## config.mk

```make
export PLATFORM = sky130hd
export DESIGN_NAME = clk_div_bank_flat
export DESIGN_NICKNAME = d
export VERILOG_FILES = /design/src/rtl/clk_div_pkg.sv /design/src/rtl/clk_div_bank_if.sv /design/src/rtl/clk_div_channel.sv /design/src/rtl/clk_div_bank.sv /design/src/flat_wrapper.sv
export SDC_FILE = /design/constraint.sdc
export NUM_CORES = 1
export LEC_CHECK = 0
export BUFFER_PORTS_ARGS = -buffer_cell sky130_fd_sc_hd__buf_4
export CORE_ASPECT_RATIO = 1.5
export CORE_MARGIN = 2
export CORE_UTILIZATION = 58
export DETAILED_ROUTE_END_ITERATION = 8
export GPL_ROUTABILITY_DRIVEN = 1
export HOLD_SLACK_MARGIN = 0.05
export PLACE_DENSITY = 0.78
export SLEW_MARGIN = 20
export SYNTH_ARGS = -nofsm -noshare
export SYNTH_HDL_FRONTEND = slang
export SYNTH_SLANG_ARGS = --single-unit
```

## constraint.sdc

```tcl
create_clock -name clk -period 2.8 [get_ports clk]
set_input_delay 0.56 -clock clk [delete_from_list [all_inputs] [get_ports clk]]
set_output_delay 0.56 -clock clk [all_outputs]
set_load 0.01 [all_outputs]
```

## src/rtl/clk_div_pkg.sv

```systemverilog
// Shared constants and helpers for the multi-channel clock divider bank.
package clk_div_pkg;

  localparam int DEF_NUM_CH = 4;
  localparam int DEF_CNT_W  = 18;  // covers the 2^17 keyboard-scan half-period
  localparam int DEF_HALF   = 5;   // 50 MHz -> 5 MHz

  // Channel-index width; a single-channel bank still needs a 1-bit index.
  function automatic int ch_idx_w(input int num_ch);
    return (num_ch > 1) ? $clog2(num_ch) : 1;
  endfunction

endpackage

```

## src/rtl/clk_div_bank_if.sv

```systemverilog
// Configuration and output bundle of the clock divider bank.
interface clk_div_bank_if
  import clk_div_pkg::*;
#(
  parameter int NUM_CH = DEF_NUM_CH,
  parameter int CNT_W  = DEF_CNT_W
);

  localparam int CH_W = ch_idx_w(NUM_CH);

  logic              cfg_we;
  logic [CH_W-1:0]   cfg_ch;
  logic [CNT_W-1:0]  cfg_half;
  logic              sync_restart;
  logic [NUM_CH-1:0] clk_out;
  logic [NUM_CH-1:0] tick;
  logic [NUM_CH-1:0] pending;

  modport master (
    output cfg_we, cfg_ch, cfg_half, sync_restart,
    input  clk_out, tick, pending
  );

  modport slave (
    input  cfg_we, cfg_ch, cfg_half, sync_restart,
    output clk_out, tick, pending
  );

endinterface

```

## src/rtl/clk_div_channel.sv

```systemverilog
// One divider channel: half-period counter, shadowed reload, registered clock and tick.
module clk_div_channel #(
  parameter int CNT_W        = 18,
  parameter int DEFAULT_HALF = 5
) (
  input  logic             clk,
  input  logic             rst_n,
  input  logic             we,
  input  logic [CNT_W-1:0] half_in,
  input  logic             restart,
  output logic             clk_out,
  output logic             tick,
  output logic             pending
);

  logic [CNT_W-1:0] count_q, count_d;
  logic [CNT_W-1:0] active_q, active_d;
  logic [CNT_W-1:0] shadow_q, shadow_d;
  logic             clk_q, clk_d, tick_q, tick_d, pend_q, pend_d;
  logic             disabled, wrap;

  assign disabled = (active_q == '0);
  assign wrap     = !disabled && (count_q == active_q - 1'b1);

  always_comb begin
    // NOTE: every next-state signal takes its held value first so no path can infer a latch.
    count_d  = count_q;
    active_d = active_q;
    shadow_d = shadow_q;
    clk_d    = clk_q;
    pend_d   = pend_q;
    tick_d   = 1'b0;
    if (restart) begin
      active_d = we ? half_in : shadow_q;
      shadow_d = active_d;
      pend_d   = 1'b0;
      count_d  = '0;
      clk_d    = 1'b0;
    end else if (disabled) begin
      // An idle channel has no wrap to wait for, so any new value commits at once.
      if (we)          active_d = half_in;
      else if (pend_q) active_d = shadow_q;
      shadow_d = active_d;
      pend_d   = 1'b0;
      count_d  = '0;
      clk_d    = 1'b0;
    end else begin
      if (wrap) begin
        count_d = '0;
        clk_d   = ~clk_q;
        tick_d  = ~clk_q;
        if (pend_q) begin
          active_d = shadow_q;
          pend_d   = 1'b0;
          if (shadow_q == '0) begin
            clk_d  = 1'b0;
            tick_d = 1'b0;
          end
        end
      end else begin
        count_d = count_q + 1'b1;
      end
      // A write on the wrap edge lands in the shadow after the old value was taken.
      if (we) begin
        shadow_d = half_in;
        pend_d   = 1'b1;
      end
    end
  end

  // State advances on the falling edge to stay phase-compatible with the older dividers.
  always_ff @(negedge clk or negedge rst_n) begin
    if (!rst_n) begin
      // NOTE: only a handful of control flops here, so all of them get a reset value.
      count_q  <= '0;
      active_q <= CNT_W'(DEFAULT_HALF);
      shadow_q <= CNT_W'(DEFAULT_HALF);
      clk_q    <= 1'b0;
      tick_q   <= 1'b0;
      pend_q   <= 1'b0;
    end else begin
      // NOTE: non-blocking updates so every flop samples pre-edge values.
      count_q  <= count_d;
      active_q <= active_d;
      shadow_q <= shadow_d;
      clk_q    <= clk_d;
      tick_q   <= tick_d;
      pend_q   <= pend_d;
    end
  end

  assign clk_out = clk_q;
  assign tick    = tick_q;
  assign pending = pend_q;

endmodule

```

## src/rtl/clk_div_bank.sv

```systemverilog
// Bank of independent programmable clock dividers sharing one system clock.
module clk_div_bank
  import clk_div_pkg::*;
#(
  parameter int NUM_CH       = DEF_NUM_CH,
  parameter int CNT_W        = DEF_CNT_W,
  parameter int DEFAULT_HALF = DEF_HALF
) (
  input  logic           clk,
  input  logic           rst_n,
  clk_div_bank_if.slave  bus
);

  localparam int CH_W = ch_idx_w(NUM_CH);

  logic [NUM_CH-1:0] clk_out_w, tick_w, pending_w;

  for (genvar i = 0; i < NUM_CH; i++) begin : g_ch
    logic ch_we;
    // Out-of-range indices match no channel, so such writes fall through untouched.
    assign ch_we = bus.cfg_we && (bus.cfg_ch == CH_W'(i));

    clk_div_channel #(
      .CNT_W        (CNT_W),
      .DEFAULT_HALF (DEFAULT_HALF)
    ) u_ch (
      .clk     (clk),
      .rst_n   (rst_n),
      .we      (ch_we),
      .half_in (bus.cfg_half),
      .restart (bus.sync_restart),
      .clk_out (clk_out_w[i]),
      .tick    (tick_w[i]),
      .pending (pending_w[i])
    );
  end

  assign bus.clk_out = clk_out_w;
  assign bus.tick    = tick_w;
  assign bus.pending = pending_w;

endmodule

```

## src/flat_wrapper.sv

```systemverilog
// flat-port wrapper written by rule: the top's interface ports become plain ports
module clk_div_bank_flat import clk_div_pkg::*;
#(
  parameter int NUM_CH       = DEF_NUM_CH,
  parameter int CNT_W        = DEF_CNT_W,
  parameter int DEFAULT_HALF = DEF_HALF
)
  (clk, rst_n, bus_cfg_we, bus_cfg_ch, bus_cfg_half, bus_sync_restart, bus_clk_out, bus_tick, bus_pending);
  clk_div_bank_if #(.NUM_CH(NUM_CH), .CNT_W(CNT_W)) bus_i ();
  input  logic clk;
  input  logic rst_n;
  input wire logic [$bits(bus_i.cfg_we)-1:0] bus_cfg_we;
  input wire logic [$bits(bus_i.cfg_ch)-1:0] bus_cfg_ch;
  input wire logic [$bits(bus_i.cfg_half)-1:0] bus_cfg_half;
  input wire logic [$bits(bus_i.sync_restart)-1:0] bus_sync_restart;
  output wire logic [$bits(bus_i.clk_out)-1:0] bus_clk_out;
  output wire logic [$bits(bus_i.tick)-1:0] bus_tick;
  output wire logic [$bits(bus_i.pending)-1:0] bus_pending;
  assign bus_i.cfg_we = bus_cfg_we;
  assign bus_i.cfg_ch = bus_cfg_ch;
  assign bus_i.cfg_half = bus_cfg_half;
  assign bus_i.sync_restart = bus_sync_restart;
  assign bus_clk_out = bus_i.clk_out;
  assign bus_tick = bus_i.tick;
  assign bus_pending = bus_i.pending;
  clk_div_bank #(.NUM_CH(NUM_CH), .CNT_W(CNT_W), .DEFAULT_HALF(DEFAULT_HALF)) u_core (.clk(clk), .rst_n(rst_n), .bus(bus_i));
endmodule
```

# [Word-level counts from Yosys, hierarchy flattened]
# Index checks and enable logic that the tools add are counted.
[op_classes] n_addsub=8 eq_ne=7 mux=92 bitwise=4 n_reduce_logical=29
[ops] cell="$mux 18" n=44
[ops] cell="$logic_not 18->1" n=8
[ops] cell="$add 18x1->18 const B" n=4
[ops] cell="$eq 18x18->1" n=4
[ops] cell="$sub 18x1->18 const B" n=4
[ops] cell="$mux 1" n=48
[ops] cell="$reduce_bool 4->1" n=4
[ops] cell="$reduce_bool 3->1" n=4
[ops] cell="$logic_and 1x1->1" n=8
[ops] cell="$eq 2x2->1 const B" n=2
[ops] cell="$logic_not 1->1" n=4
[ops] cell="$not 1->1" n=4
[ops] cell="$eq 2x1->1 const B" n=1
[ops] cell="$logic_not 2->1" n=1
[word_totals] reg_bits=228 in_bits=24

# [Longest topological paths before layout]
# Gate-level depths: netlist of the first run.
[depth] depth_word=7 depth_mapped=12 mapped_depth_nobuf=10

# [By module]
# Synthesis of the first run repeated with hierarchy kept, for this count alone.
[hier_totals] cells_unflattened=1616 area_unflattened_um2=14264.9
[modules_own_cells] mod="clk_div_channel (u_core.g_ch[0].u_ch ...)" n_inst=2 cells_each=399 area_per_inst_um2=3395.8
[modules_own_cells] mod="clk_div_channel (u_core.g_ch[3].u_ch)" n_inst=1 cells_each=416 area_per_inst_um2=3833.7
[modules_own_cells] mod="clk_div_channel (u_core.g_ch[2].u_ch)" n_inst=1 cells_each=398 area_per_inst_um2=3602.2
[modules_own_cells] mod="clk_div_bank" n_inst=1 cells_each=4 area_per_inst_um2=37.5

==> results by group, run 1 <==
Power
  – Sequential Power Share: 38.3%
  – Clk pwr share: 30.5%
  – Switching fraction of total power: 35.0%
  – Internal Power: 7.44 mW
  – Switching pwr: 4.00 mW
  – Total power per unit cell area: 571 nW/µm²
  – Maximum VDD drop: 0.000580 V
  – Logic pwr share: 31.2%
  – Lkg Pwr: 8.53 nW

Timing
  – Slew @ Worst Pin: 0.780 ns
  – Hold WS: 0.456 ns
  – Fin. max-slew vios: 0
  – Worst Skew: 0.149 ns
  – Fin crit share: 116%
  – Final hold violation count: 0
  – RSZ-0062 raised after global routing: yes
  – Final setup margin: -0.435 ns
  – Fmax: 309 MHz
  – Fin Setup TNS: -33.72 ns
  – Finish-stage setup viols: 146
  – Final min period: 3.23 ns
  – Worst slew margin: 47.5%

CTS
  – Root Buffer: clkbuf_16
  – H-tree Lvls: 1
  – Clk_lat worst skew: 0.68 ns
  – Inserted Clock Buffers: 24
  – CTS max path bufs: 3
  – CTS tree: done
  – Hold Buf Count CTS: 0
  – Clock sink count: 228
  – Clock slew at the register clock pins of the worst setup and hold paths: 0.05 ns

Routing
  – Vias: 15.2k
  – Antenna viol nets, final: 0
  – Post-DR wirelength/cell: 24.1 µm
  – TritonRoute pass-1 iters: 8
  – WL final: 53,700 µm
  – DR vias/cell: 6.84
  – Initial drt markers: 1,677
  – Post-route DRC: 0

Logic synthesis
  – Most used DFF post-synth: dfrtn_1
  – Post-synth ARST share: 100%
  – #FFs+latches synth: 228
  – Sequential-to-total area share from yosys stat: 40.3%
  – Synthesized area per cell: 8.81 µm²
  – Gate count of the mapped netlist: 1,611
  – YS warnings: 0
  – Post-synth cell types: 82
  – Post-synth EDFFs: 0
  – Ranking of synthesized cells by area: dfrtn_1, nand2_1, xor2_1
  – Synth top area share: 37.4%
  – Top-count cell post-synth: nand2_1
  – Area leader, netlist: dfrtn_1
  – Synth top cells by count: nand2_1, dfrtn_1, nor2_1, nand3_1, clkbuf_1
  – Syn_nets: 1,647
  – Mapped Area: 14,200 µm²

Floorplanning
  – CORE AREA: 24,300 µm²
  – # rows: 70
  – Die Width: 132 µm
  – Die height: 196 µm
  – Boundary Pins: 36
  – Die area: 25,800 µm²
  – Initial Util: 58.5%

Global routing
  – Pin count of the biggest net entering global routing: 61
  – Overall routing resource usage: 33.8%
  – Vias in the first global route: 14.1k
  – Global route overflow: 0
  – First-pass GRT wire length: 71,300 µm
  – Antenna violations before repair: 1

Place
  – # port buffers: 35
  – GPL Wtd Cong: 0.936
  – Detailed-placement wirelength estimate: 31,400 µm
  – Cell Area, Placed: 17,200 µm²

Setup path
  – Critical path class: reg2reg
  – Endpoint class of the critical path: flop
  – Data required, critical path: 4.58 ns
  – Data arrival, critical path: 5.01 ns
  – Startpoint Class: flop
  – Max FO, Critical Path: 9
  – CP max stage delay: 0.54 ns
  – CP cell instances: or4_4 > or3_1 > a2111o_1 > nor4b_4 > nand4bb_1 > nor3b_4 > nand2b_4 > clkbuf_16 > a2bb2oi_2
  – CP max stage cell: or4_4

Run status
  – Failing checks: setup timing
  – Status: finished, violations left

Job
  – Max-Cap Viols: 0

Min path
  – Hold crit path type: reg2reg

Final layout
  – Area growth, synth to finish: 41.0%
  – N_diodes: 0
  – Final core occ: 82.5%
  – Layout cells sized above 1: 37.4%
  – Post-route design area: 20,000 µm²
  – Post-layout net count: 1,921
-- flip-flops by register name, indices dropped and copies added (netlist names) --
register and cells:
u_core.g_ch.u_ch.pending 4, u_core.g_ch.u_ch.clk_out 4, u_core.g_ch.u_ch.count_q 72, u_core.g_ch.u_ch.shadow_q 72, u_core.g_ch.u_ch.tick 4, u_core.g_ch.u_ch.active_q 72
-- timing repair --
action / 4_1_cts / 5_1_grt
setup buffers: 15 / 35
resized for setup: 34 / 222
gates cloned: 0 / 11
setup endpoints to repair: 139 / 174
pin swaps: 18 / 90
-- kinds of logic after synthesis --
family                   Yosys count  synth area share (%)
AND/OR/NAND/NOR                  729                  24.9
AO/OA/AOI/OAI                    318                  17.4
flip-flops                       228                  40.3
buffers and inverters            151                  5.35
XOR/XNOR                         147                  9.07
multiplexers                      26                  1.88
adder cells (fa/ha/maj)           12                  1.06
-- metal layers --
layer  GRT usage, %  up-vias  routed length, µm  part of all wire [%]
li1               -     6378                  -                     -
met1           38.7     7352              18400                    34
met2           60.8     1055              26100                    49
met3           4.15      437               4210                   7.8
met4           19.6        0               5050                   9.4
met5              0        -                  0                     0
-- cell type report --
type                            count  area, µm²
Multi-Input combinational cell   1232       9510
Clock inverter                     27        161
Tap cell                          324        405
Clock buffer                       33        701
Inverter                           20       75.1
Sequential cell                   228       5730
Timing Repair Buffer              363       3430
Fill cell                        1260       4250
-- through the flow --
step,worst slack [ns],power [mW],std cells
after floorplan,-0.514,6.01,1611
after CTS,-0.355,10.5,2184
after global placement,-0.713,6.97,2110
after detailed placement,-0.768,7.08,2110
final,-0.435,11.4,2227
after global routing,-0.483,11.8,2227
-- path summary, 6_finish.rpt --
path,start,endpoint,slack [ns],cells after the start
max,u_core.g_ch[0].u_ch.active_q[2]$_DFFE_NN1P_,u_core.g_ch[0].u_ch.active_q[17]$_DFFE_NN0P_,-0.43,9
min,u_core.g_ch[1].u_ch.count_q[0]$_DFF_NN0_,u_core.g_ch[1].u_ch.count_q[0]$_DFF_NN0_,0.46,1
max reg2reg,u_core.g_ch[0].u_ch.active_q[2]$_DFFE_NN1P_,u_core.g_ch[0].u_ch.active_q[17]$_DFFE_NN0P_,-0.43,9
min reg2reg,u_core.g_ch[1].u_ch.count_q[0]$_DFF_NN0_,u_core.g_ch[1].u_ch.count_q[0]$_DFF_NN0_,0.46,1
max in group asynchronous,rst_n,u_core.g_ch[1].u_ch.active_q[17]$_DFFE_NN0P_,1.01,3
min in group asynchronous,rst_n,u_core.g_ch[3].u_ch.active_q[16]$_DFFE_NN0P_,1.11,1
-- placed cells by master (no fill, tap or decap), types with 11 or more instances in the layout --
master	instances
o21ai_1	14
clkbuf_16	37
nor2_4	30
a2bb2oi_1	18
inv_1	34
a21oi_1	24
and2_1	11
nand2_2	40
nor3_1	24
nand4_1	30
a2bb2oi_2	29
o221ai_1	27
buf_12	32
and3_1	16
nand3_1	93
o221ai_2	20
buf_4	292
xnor2_1	69
dfrtn_1	212
nand2_1	224
nor4_1	32
mux2i_1	21
buf_6	25
dfstp_2	16
nor2_2	22
nor2_1	85
xor2_1	78
o21ai_0	34
a21boi_1	11
-- worst max-delay path: cells and delay by family, from the launching register on --
kind | cells | cell delay [ns]
AO/OA/AOI/OAI | 2 | 0.47
buffers and inverters | 1 | 0.20
flip-flops | 1 | 0.38
AND/OR/NAND/NOR | 6 | 1.96
-- power by group through the flow --
stage	clock, mW	combinational [mW]	sequential [mW]
3_3_place_gp	0.0372	2.64	4.29
6_report	3.49	3.57	4.38
3_5_place_dp	0.0372	2.74	4.30
4_1_cts	3.42	2.83	4.26
2_1_floorplan	0.0372	1.81	4.16
5_1_grt	3.62	3.74	4.40
Note: power is estimated with default switching activity, not from simulation.
==> run 2, diff against run 1 <==
--- a/config.mk
+++ b/config.mk
@@ -9,10 +9,13 @@
 export CORE_ASPECT_RATIO = 1.5
 export CORE_MARGIN = 2
 export CORE_UTILIZATION = 58
+export CTS_BUF_LIST = sky130_fd_sc_hd__clkbuf_16
 export DETAILED_ROUTE_END_ITERATION = 8
 export GPL_ROUTABILITY_DRIVEN = 1
 export HOLD_SLACK_MARGIN = 0.05
 export PLACE_DENSITY = 0.78
+export RECOVER_POWER = 25
+export SETUP_SLACK_MARGIN = 0.05
 export SLEW_MARGIN = 20
 export SYNTH_ARGS = -nofsm -noshare
 export SYNTH_HDL_FRONTEND = slang
==> run 2 against run 1 <==
Clock-buffer cell count shrank 6. First-iteration DRC count shrank 13%. Critical endpoint is now u_core.g_ch[0].u_ch.pending$_DFFE_NN0P_. Power up 2.0%. Die area unchanged. Largest cell class unchanged. Via count down 1.3%. Clock power grew 8.6%. The flow still finishes with violations (setup timing). Global-route usage increased by 1.8 points. Sequential share of layout area is 0.15 points lower. Worst setup slack got worse by 0.090 ns.
==> results by group, run 2 (same netlist as run 1, synthesis figures left out) <==
Run status
  – Status: finished, violations left
  – Failing checks: setup timing

Final layout
  – N_diodes: 0
  – Area growth, synth to finish: 41.7%
  – Most common cell after layout, fill and taps aside: buf_4
  – Commonest non-fill, non-tap cells in the layout: buf_4, nand2_1, dfrtn_1
  – Final core occ: 82.9%
  – Cell Count, Final, Fillers Out: 2,239
  – Layout cells sized above 1: 38.7%
  – Post-layout net count: 1,933
  – Largest regs: u_core.g_ch.u_ch.active_q: 72 flops, u_core.g_ch.u_ch.count_q: 72 flops, u_core.g_ch.u_ch.shadow_q: 72 flops

Timing
  – Fin crit share: 119%
  – Worst Skew: 0.0810 ns
  – Finish-stage setup viols: 137
  – Final min period: 3.32 ns
  – Final setup margin: -0.525 ns
  – RSZ-0062 raised after global routing: yes
  – Slew @ Worst Pin: 0.858 ns
  – Fmax: 301 MHz
  – Fin. max-slew vios: 0
  – Final hold violation count: 0
  – Worst slew margin: 42.2%

Global routing
  – Antenna violations before repair: 0
  – Vias in the first global route: 14.5k
  – First-pass GRT wire length: 74,500 µm
  – Overall routing resource usage: 35.6%
  – Pin count of the biggest net entering global routing: 41
  – Global route overflow: 0

Place
  – GPL Wtd Cong: 0.972
  – DP Cell Count: 2,112
  – # port buffers: 35
  – Detailed-placement wirelength estimate: 31,800 µm

Power
  – Total power per unit cell area: 580 nW/µm²
  – Lkg Pwr: 8.59 nW
  – Logic pwr share: 29.8%
  – Maximum VDD drop: 0.000665 V
  – Sequential Power Share: 37.7%
  – Switching fraction of total power: 34.0%
  – Switching pwr: 3.96 mW
  – Internal Power: 7.70 mW
  – Clk pwr share: 32.5%

CTS
  – CTS max path bufs: 3
  – Clock slew at the register clock pins of the worst setup and hold paths: 0.05 ns
  – Clk_lat worst skew: 0.62 ns
  – CTS tree: done
  – H-tree Lvls: 1
  – Clock sink count: 228
  – Inserted Clock Buffers: 25
  – Hold Buf Count CTS: 0
  – Root Buffer: clkbuf_16

Job
  – Max-Cap Viols: 0

Min path
  – Hold crit path type: reg2reg

Routing
  – Antenna viol nets, final: 0
  – WL final: 52,500 µm
  – Post-route DRC: 0
  – Post-DR wirelength/cell: 23.4 µm
  – DR vias/cell: 6.71
  – TritonRoute pass-1 iters: 7
  – Vias: 15.0k
  – Initial drt markers: 1,462

Floorplanning
  – Initial Util: 58.5%
  – Die height: 196 µm
  – CORE AREA: 24,300 µm²
  – # rows: 70
  – Boundary Pins: 36
  – Die Width: 132 µm
  – Die area: 25,800 µm²

Setup path
  – Critical path class: reg2reg
  – CP max stage delay: 0.40 ns
  – Startpoint Class: flop
  – CP delay by family, top: simple AND/OR/NAND/NOR gates
  – Worst path most repeated cell: buf_4
  – Max FO, Critical Path: 6
  – Endpoint class of the critical path: flop
  – CP max stage cell: a311o_1
  – Data arrival, critical path: 5.10 ns
  – CP cell instances: buf_4 > buf_4 > nor4_1 > buf_4 > a21boi_0 > a311o_1 > nor4b_4 > nand4bb_1 > nor3b_4 > nand2b_4 > buf_4 > buf_4 > o22ai_1
  – CP Buf/Inv Count: 5
  – Data required, critical path: 4.58 ns
## run 2: cell count changes in the layout (fill, tap and decap cells not counted), moves of 5 or more
cell / previous run / this run
a2bb2oi_1: 18 / 3
a2bb2oi_2: 29 / 43
nor2_1: 85 / 94
buf_6: 25 / 32
nor2_4: 30 / 23
a221oi_4: 7 / 1
a221oi_2: 8 / 13
## run 2: power groups by stage
stage	logic [mW]	clock network [mW]	registers, mW
after global routing	3.68	3.96	4.41
final	3.48	3.79	4.39
after floorplan	1.82	0.0372	4.16
after global placement	2.66	0.0372	4.29
after CTS	2.93	3.78	4.28
after detailed placement	2.75	0.0372	4.30
## run 2: through the flow
step                TNS [ns]  hold slack [ns]  instance area (µm²)  power [mW]  setup WS (ns)
finish                -30.76            0.440                20100        11.7         -0.525
global route          -45.93            0.480                20100        12.1         -0.623
CTS                   -14.41            0.441                18900        11.0         -0.395
detailed placement    -85.07            0.439                17300        7.10         -0.610
global placement      -80.48            0.425                17300        7.00         -0.551
floorplan             -42.92            0.403                15300        6.02         -0.514
## run 2: area by class of cell
type | instances | area, µm²
clock inverter | 34 | 284
sequential | 228 | 5730
multi-input combinational | 1234 | 9530
inverter | 20 | 75.1
clock buffer | 27 | 676
fill | 1299 | 4140
timing repair buffer | 372 | 3420
tap | 324 | 405
## run 2: timing repair
action,in CTS,in global routing
setup endpoints to repair,162,184
endpoints found under the hold margin,0,0
resized for setup,77,198
setup buffers,30,33
pin swaps,28,70
cloned,6,8
## run 2: final timing paths
kind / from / end / slack, ns / cells past startpoint
worst max register to register: u_core.g_ch[0].u_ch.active_q[0]$_DFFE_NN1P_ / u_core.g_ch[0].u_ch.pending$_DFFE_NN0P_ / -0.52 / 13
min in group asynchronous: rst_n / u_core.g_ch[3].u_ch.count_q[16]$_DFF_NN0_ / 1.38 / 1
worst max-delay path: u_core.g_ch[0].u_ch.active_q[0]$_DFFE_NN1P_ / u_core.g_ch[0].u_ch.pending$_DFFE_NN0P_ / -0.52 / 13
worst min register to register: u_core.g_ch[1].u_ch.count_q[0]$_DFF_NN0_ / u_core.g_ch[1].u_ch.count_q[0]$_DFF_NN0_ / 0.44 / 1
worst min-delay path: u_core.g_ch[1].u_ch.count_q[0]$_DFF_NN0_ / u_core.g_ch[1].u_ch.count_q[0]$_DFF_NN0_ / 0.44 / 1
max in group asynchronous: rst_n / u_core.g_ch[1].u_ch.count_q[2]$_DFF_NN0_ / 0.14 / 3
## run 2: routing by layer
layer	vias up	global-route usage [%]	routed length [µm]
met3	361	4.96	3760
met5	-	0	0
met2	892	63.1	26200
li1	6402	-	-
met4	0	23.6	4450
met1	7367	39.8	18100
## run 2: worst reg2reg max path: stages (launching register included)
cell and delay [ns]:
dfstp_2 0.39, buf_4 0.14, buf_4 0.13, nor4_1 0.37
buf_4 0.18, a21boi_0 0.07, a311o_1 0.40, nor4b_4 0.32
nand4bb_1 0.19, nor3b_4 0.32, nand2b_4 0.26, buf_4 0.15
buf_4 0.11, o22ai_1 0.07
